**config.mk**
```make
export PLATFORM = sky130hd
export DESIGN_NAME = data_axil_bridge
export DESIGN_NICKNAME = d
export VERILOG_FILES = /design/src/rtl/data_axil_bridge.sv
export SDC_FILE = /design/constraint.sdc
export NUM_CORES = 1
export LEC_CHECK = 0
export ABC_AREA = 1
export CAP_MARGIN = 30
export CORE_ASPECT_RATIO = 1.2
export CORE_MARGIN = 2
export CORE_UTILIZATION = 49
export CTS_BUF_LIST = sky130_fd_sc_hd__clkbuf_8
export CTS_CLUSTER_SIZE = 25
export DETAILED_ROUTE_END_ITERATION = 16
export GPL_TIMING_DRIVEN = 0
export PLACE_DENSITY_LB_ADDON = 0.08
export SLEW_MARGIN = 15
export SYNTH_ARGS = -nofsm -noshare
export SYNTH_HDL_FRONTEND = slang
export SYNTH_SLANG_ARGS = --single-unit
```
**constraint.sdc**
```tcl
create_clock -name clk -period 2.8 [get_ports clk]
set_clock_uncertainty 0.05 [all_clocks]
set_input_delay 0.84 -clock clk [delete_from_list [all_inputs] [get_ports clk]]
set_output_delay 0.84 -clock clk [all_outputs]
set_load 0.05 [all_outputs]
```
**src/rtl/data_axil_bridge.sv**
```systemverilog
`default_nettype none
// +----------------------------------------------------------------------------+
// | Module  : data_axil_bridge                                                 |
// | Brief   : CPU data-port to AXI4-Lite master bridge with load extension.    |
// |           Optional wait-state timeout when AXIL_TIMEOUT_EN is defined.     |
// | Revision: 1.0 - initial release                                            |
// +----------------------------------------------------------------------------+
module data_axil_bridge #(
  parameter int TIMEOUT_CYC = 255
) (
  input  logic        clk,
  input  logic        rst,
  input  logic [31:0] req_addr_i,
  input  logic [31:0] req_data_i,
  input  logic        req_we_i,
  input  logic        req_re_i,
  input  logic [2:0]  req_size_i,
  output logic        busy_o,
  output logic        rsp_valid_o,
  output logic [31:0] rsp_data_o,
  output logic        err_o,
  output logic [31:0] m_awaddr,
  output logic [2:0]  m_awprot,
  output logic        m_awvalid,
  input  logic        m_awready,
  output logic [31:0] m_wdata,
  output logic [3:0]  m_wstrb,
  output logic        m_wvalid,
  input  logic        m_wready,
  input  logic [1:0]  m_bresp,
  input  logic        m_bvalid,
  output logic        m_bready,
  output logic [31:0] m_araddr,
  output logic [2:0]  m_arprot,
  output logic        m_arvalid,
  input  logic        m_arready,
  input  logic [31:0] m_rdata,
  input  logic [1:0]  m_rresp,
  input  logic        m_rvalid,
  output logic        m_rready
);

  localparam logic [2:0] c_idle    = 3'd0;
  localparam logic [2:0] c_wr      = 3'd1;
  localparam logic [2:0] c_wr_resp = 3'd2;
  localparam logic [2:0] c_rd_addr = 3'd3;
  localparam logic [2:0] c_rd_data = 3'd4;
  localparam logic [2:0] c_done    = 3'd5;

  logic [2:0]  r_state;
  logic [31:0] r_addr;
  logic [2:0]  r_size;
  logic [31:0] r_wdata;
  logic [3:0]  r_wstrb;
  logic        r_aw_pend;
  logic        r_w_pend;
  logic [31:0] r_rsp_data;
  logic        r_err;

  logic        w_req;
  logic        w_legal;
  logic [31:0] w_wdata;
  logic [3:0]  w_wstrb;
  logic [31:0] w_shifted;
  logic [31:0] w_load;
  logic        w_wait;
  logic        w_aw_left;
  logic        w_w_left;
  logic        w_timeout;

  assign w_req     = req_we_i | req_re_i;
  assign w_wait    = (r_state == c_wr) | (r_state == c_wr_resp) |
                     (r_state == c_rd_addr) | (r_state == c_rd_data);
  assign w_aw_left = r_aw_pend & ~m_awready;
  assign w_w_left  = r_w_pend & ~m_wready;

  // Alignment and size legality are judged on the live request, before capture.
  always_comb begin
    case (req_size_i)
      3'b000, 3'b100: w_legal = 1'b1;
      3'b001, 3'b101: w_legal = ~req_addr_i[0];
      3'b010:         w_legal = (req_addr_i[1:0] == 2'b00);
      default:        w_legal = 1'b0;
    endcase
  end

  always_comb begin
    w_wdata = req_data_i;
    w_wstrb = 4'b1111;
    case (req_size_i[1:0])
      2'b00: begin
        w_wdata = {4{req_data_i[7:0]}};
        w_wstrb = 4'b0001 << req_addr_i[1:0];
      end
      2'b01: begin
        w_wdata = {2{req_data_i[15:0]}};
        w_wstrb = 4'b0011 << req_addr_i[1:0];
      end
      default: ;
    endcase
  end

  // Lane shift brings the addressed byte/half down to bit 0; word loads are aligned so shift is 0.
  assign w_shifted = m_rdata >> {r_addr[1:0], 3'b000};

  always_comb begin
    case (r_size)
      3'b000:  w_load = {{24{w_shifted[7]}}, w_shifted[7:0]};
      3'b100:  w_load = {24'h0, w_shifted[7:0]};
      3'b001:  w_load = {{16{w_shifted[15]}}, w_shifted[15:0]};
      3'b101:  w_load = {16'h0, w_shifted[15:0]};
      default: w_load = w_shifted;
    endcase
  end

`ifdef AXIL_TIMEOUT_EN
  localparam int c_cnt_raw = $clog2(TIMEOUT_CYC + 1);
  localparam int c_cnt_w   = (c_cnt_raw < 8) ? 8 : ((c_cnt_raw > 16) ? 16 : c_cnt_raw);
  localparam logic [c_cnt_w-1:0] c_cnt_lim = c_cnt_w'(TIMEOUT_CYC - 1);

  logic [c_cnt_w-1:0] r_cnt;
  logic               w_any_hs;
  logic               w_advance;

  assign w_any_hs  = ((r_state == c_wr) & ((r_aw_pend & m_awready) | (r_w_pend & m_wready))) |
                     ((r_state == c_wr_resp) & m_bvalid) |
                     ((r_state == c_rd_addr) & m_arready) |
                     ((r_state == c_rd_data) & m_rvalid);
  assign w_advance = ((r_state == c_wr) & ~w_aw_left & ~w_w_left) |
                     ((r_state == c_wr_resp) & m_bvalid) |
                     ((r_state == c_rd_addr) & m_arready) |
                     ((r_state == c_rd_data) & m_rvalid);
  assign w_timeout = (r_cnt == c_cnt_lim) & ~w_any_hs;

  // Partial write handshakes hold the count; only idle cycles advance it.
  always_ff @(posedge clk or negedge rst) begin
    if (!rst) begin
      r_cnt <= '0;
    end else if (!w_wait || w_advance) begin
      r_cnt <= '0;
    end else if (!w_any_hs) begin
      r_cnt <= r_cnt + c_cnt_w'(1);
    end
  end
`else
  assign w_timeout = 1'b0;
`endif

  always_ff @(posedge clk or negedge rst) begin
    if (!rst) begin
      r_state    <= c_idle;
      r_addr     <= '0;
      r_size     <= '0;
      r_wdata    <= '0;
      r_wstrb    <= '0;
      r_aw_pend  <= 1'b0;
      r_w_pend   <= 1'b0;
      r_rsp_data <= '0;
      r_err      <= 1'b0;
    end else begin
      case (r_state)
        c_idle: begin
          if (w_req) begin
            r_addr     <= req_addr_i;
            r_size     <= req_size_i;
            r_rsp_data <= '0;
            r_err      <= 1'b0;
            if (!w_legal) begin
              r_err   <= 1'b1;
              r_state <= c_done;
            end else if (req_we_i) begin
              r_wdata   <= w_wdata;
              r_wstrb   <= w_wstrb;
              r_aw_pend <= 1'b1;
              r_w_pend  <= 1'b1;
              r_state   <= c_wr;
            end else begin
              r_state <= c_rd_addr;
            end
          end
        end
        c_wr: begin
          r_aw_pend <= w_aw_left;
          r_w_pend  <= w_w_left;
          if (!w_aw_left && !w_w_left) begin
            r_state <= c_wr_resp;
          end else if (w_timeout) begin
            r_aw_pend <= 1'b0;
            r_w_pend  <= 1'b0;
            r_err     <= 1'b1;
            r_state   <= c_done;
          end
        end
        c_wr_resp: begin
          if (m_bvalid) begin
            r_err   <= |m_bresp;
            r_state <= c_done;
          end else if (w_timeout) begin
            r_err   <= 1'b1;
            r_state <= c_done;
          end
        end
        c_rd_addr: begin
          if (m_arready) begin
            r_state <= c_rd_data;
          end else if (w_timeout) begin
            r_err   <= 1'b1;
            r_state <= c_done;
          end
        end
        c_rd_data: begin
          if (m_rvalid) begin
            r_rsp_data <= w_load;
            r_err      <= |m_rresp;
            r_state    <= c_done;
          end else if (w_timeout) begin
            r_err   <= 1'b1;
            r_state <= c_done;
          end
        end
        c_done:  r_state <= c_idle;
        default: r_state <= c_idle;
      endcase
    end
  end

  assign m_awaddr  = {r_addr[31:2], 2'b00};
  assign m_araddr  = {r_addr[31:2], 2'b00};
  assign m_awprot  = 3'b000;
  assign m_arprot  = 3'b000;
  assign m_awvalid = r_aw_pend;
  assign m_wvalid  = r_w_pend;
  assign m_wdata   = r_wdata;
  assign m_wstrb   = r_wstrb;
  assign m_bready  = (r_state == c_wr_resp);
  assign m_arvalid = (r_state == c_rd_addr);
  assign m_rready  = (r_state == c_rd_data);

  // The request term is combinational so the pipeline stalls in the acceptance cycle.
  assign busy_o      = rst & (((r_state == c_idle) & w_req) | w_wait);
  assign rsp_valid_o = (r_state == c_done);
  assign rsp_data_o  = rsp_valid_o ? r_rsp_data : 32'h0;
  assign err_o       = rsp_valid_o & r_err;

endmodule
`default_nettype wire

```
==> impl_metrics.tcl <==
set metrics [dict create \
    status "finished clean" \
    muxShareOfSynthArea_pct 0 \
    synth_edf_count 0 \
    synth_compound_area_share_pct 9.30 \
    setup.worst_path.class "register to primary output" \
    seq_power_share_pct 24.0 \
    drtIter0Drc 252 \
    ys.flop_type "dfrtp_1" \
    grt_max_degree 74 \
    worst_pin_slew_ns 0.555 \
    crit_path_max_fanout 6 \
    routabilityCongestion 0.960 \
    start_util_pct 50.2 \
    power_switching_share_pct 52.4 \
    cts_sinks 109 \
    grt_usage_pct 26.0 \
    cap_violations 0 \
    ys.warnings.count 0 \
    avgSynthCellArea_um2 7.40 \
    path_clk_slew_ns 0.10 \
    r2r_slack_ns 1.19 \
    clock.fmax_mhz 372 \
    power_leakage_nw 4.62 \
    combPwrFrac_pct 67.5 \
    min_path_type "input pin to async pin" \
    setup_viol 0 \
    cts_made_buffers 9 \
    worstReg2RegStart "r_state[0]" \
    r2r_end "r_rsp_data[7]" \
    powerDensity_nw_per_um2 1240 \
    num_rows 45 \
    netlist_area_um2 6360 \
    antennaDiodeCount 0 \
    reg2reg_depth 5 \
    period_share_pct 96.1 \
    layout_min_cycle_time_ns 2.69 \
    synth_top_family_by_area "simple AND/OR/NAND/NOR gates" \
    hold-worst-slack_ns 0.290 \
    yosys.area.top_type "dfrtp_1" \
    vias 6260 \
    core_um2 12700 \
    slew_headroom_pct 62.9 \
    cts_tree "built" \
    place_area_um2 9090 \
    fin_ws_ns 0.109 \
    ys_seq_area_share_pct 42.9 \
    io_buffers 246 \
    maxSlewViolCount 0 \
    synth.area.top_cells "dfrtp_1 (43%), nand2_1 (18%), buf_4 (9.1%), nor2_1 (4.3%), inv_1 (3.7%)" \
    total_power_mw 11.4 \
    cts_buffer_depth 2 \
    fill_cells 1102 \
    cp-endpoint "m_rready" \
    final_area_um2 9190 \
    ys_seq_elements 109 \
    finalNetCount 1241 \
    die_w_um 108 \
    synth_xor_xnor_area_share_pct 0 \
    drc 0 \
    place_ws_ns -0.820 \
    synth_top_area_share_pct 42.9 \
    intPower_mw 5.42 \
    synth.top_cells.by_count "nand2_1 (308), dfrtp_1 (109), buf_4 (77)" \
    synth_fa_ha_area_share_pct 0 \
    crit_start "r_state[0]" \
    critPathLaunchType "register" \
    hpwlAfterDp_um 14200 \
    h-tree-depth 3 \
    grt_first_pass_wirelength_um 28500 \
    root_buffer "clkbuf_8" \
    hold_viol_final 0 \
    arrival_ns 1.80 \
    synth.distinct_cells 33 \
    synth_cells 860 \
    drt-pass1-iter-count 5 \
    antenna_found_initial 0 \
    grt_pass1_vias 5936 \
    wire_per_inst_um 14.0 \
    rsz0062_at_grt "false" \
    grt-ovfl-total 0 \
    avgViaCountPerCell 4.82 \
    clock_latency_ns 0.38 \
    yosys.cell_count.top_type "nand2_1" \
    drt_wl_total_um 18200 \
    crit_path_end_kind "primary output" \
    ir_worst_vdd_v 0.00102 \
    async_flop_share_pct 100 \
    area_growth_pct 44.5 \
    synthSimpleGateAreaFrac_pct 30.8 \
    drive_above_1_share_pct 18.0 \
    pwr-share-clk_pct 8.4 \
    die_y_um 129 \
    io_pins 258 \
    postRouteAntennaNets 0 \
    switchingPower_mw 5.97 \
    die-area_um2 13900 \
    required_ns 1.91 \
]
==> logic make-up (layout without fill, tap and decap cells) <==
kind of cell / count (synthesis) / count (layout)
AND/OR/NAND/NOR: 456 / 456
buffers and inverters: 182 / 447
AO/OA/AOI/OAI: 112 / 112
flip-flops: 109 / 109
other: 1 / 10
==> worst min-delay path by stage <==
stage,endpoint,cells past startpoint,start,slack (ns)
finish,r_rsp_data[18],1,rst,0.29
global route,r_rsp_data[18],1,rst,0.31
CTS,r_rsp_data[18],1,rst,0.30
detailed placement,r_rsp_data[27],2,r_rsp_data[27],0.42
global placement,m_wdata[16],2,m_wdata[16],0.41
floorplan,r_err,2,r_err,0.40
==> metal layers <==
layer  up-vias  routed length [µm]  global-route usage [%]
met4         0                 460                    9.05
met5         -                   0                       0
met1      2856                7100                    31.2
met2       243                9200                    45.4
met3        33                1460                    6.48
li1       3128                   -                       -
==> final cells by class <==
type	count	area, µm²	share of cell area, %
repair buffers	249	2370	25.8
clock buffers	12	165	1.80
clock inverters	4	31.3	0.340
inverters	72	283	3.08
well taps	164	205	2.23
plain buffers	110	801	8.71
multi-input cells	578	2610	28.4
flip-flops and latches	109	2730	29.7
==> power by group through the flow <==
stage / sequential, mW / combinational, mW / clock [mW]
floorplan: 3.52 / 4.64 / 0
global placement: 2.74 / 7.61 / 0
detailed placement: 2.75 / 7.70 / 0
CTS: 2.74 / 7.68 / 0.968
global route: 2.82 / 8.20 / 1.03
finish: 2.74 / 7.68 / 0.962
==> state kept, by name, summed over array words and instances (netlist names) <==
name and cells:
m_awvalid 1, m_wdata 32, m_wstrb 4, m_wvalid 1, r_addr 32, r_err 1
r_rsp_data 32, r_size 3, r_state 3
==> through the flow <==
step	util [%]	std cells	TNS, ns
floorplan	-	869	0
global placement	71.5	1279	-380.52
detailed placement	71.8	1280	-8.60
CTS	72.7	1296	-0.0337
global route	72.5	1298	0
finish	72.5	1298	0
==> cell usage in the layout, fill, tap and decap left out, drive strengths merged <==
master | Yosys | final
nand2 | 325 | 325
clkdlybuf4s50 | 0 | 205
buf | 99 | 125
dfrtp | 109 | 109
nor2 | 78 | 78
o21ai | 76 | 76
inv | 72 | 74
nand3 | 51 | 51
clkbuf | 11 | 35
a21oi | 29 | 29
conb | 1 | 10
a31oi | 5 | 5
dlygate4sd2 | 0 | 3
clkdlybuf4s15 | 0 | 2
nor3 | 1 | 1
o22ai | 1 | 1
a22oi | 1 | 1
nand4 | 1 | 1
clkinvlp | 0 | 1
clkinv | 0 | 1
dlymetal6s2s | 0 | 1
==> critical path: stages (launching register included) <==
cell and delay [ns]:
dfrtp_1 0.49, inv_2 0.12, nand2_2 0.11, nor2_8 0.14
dlygate4sd2_1 0.55
==> repair_timing <==
action / in CTS / in global routing
cloned: 0 / 0
pin swaps: 0 / 0
hold buffers: 0 / 0
setup endpoints to repair: 38 / 36
setup buffers: 0 / 2
gates resized for setup: 154 / 41
(Power assumes the default switching activity.)
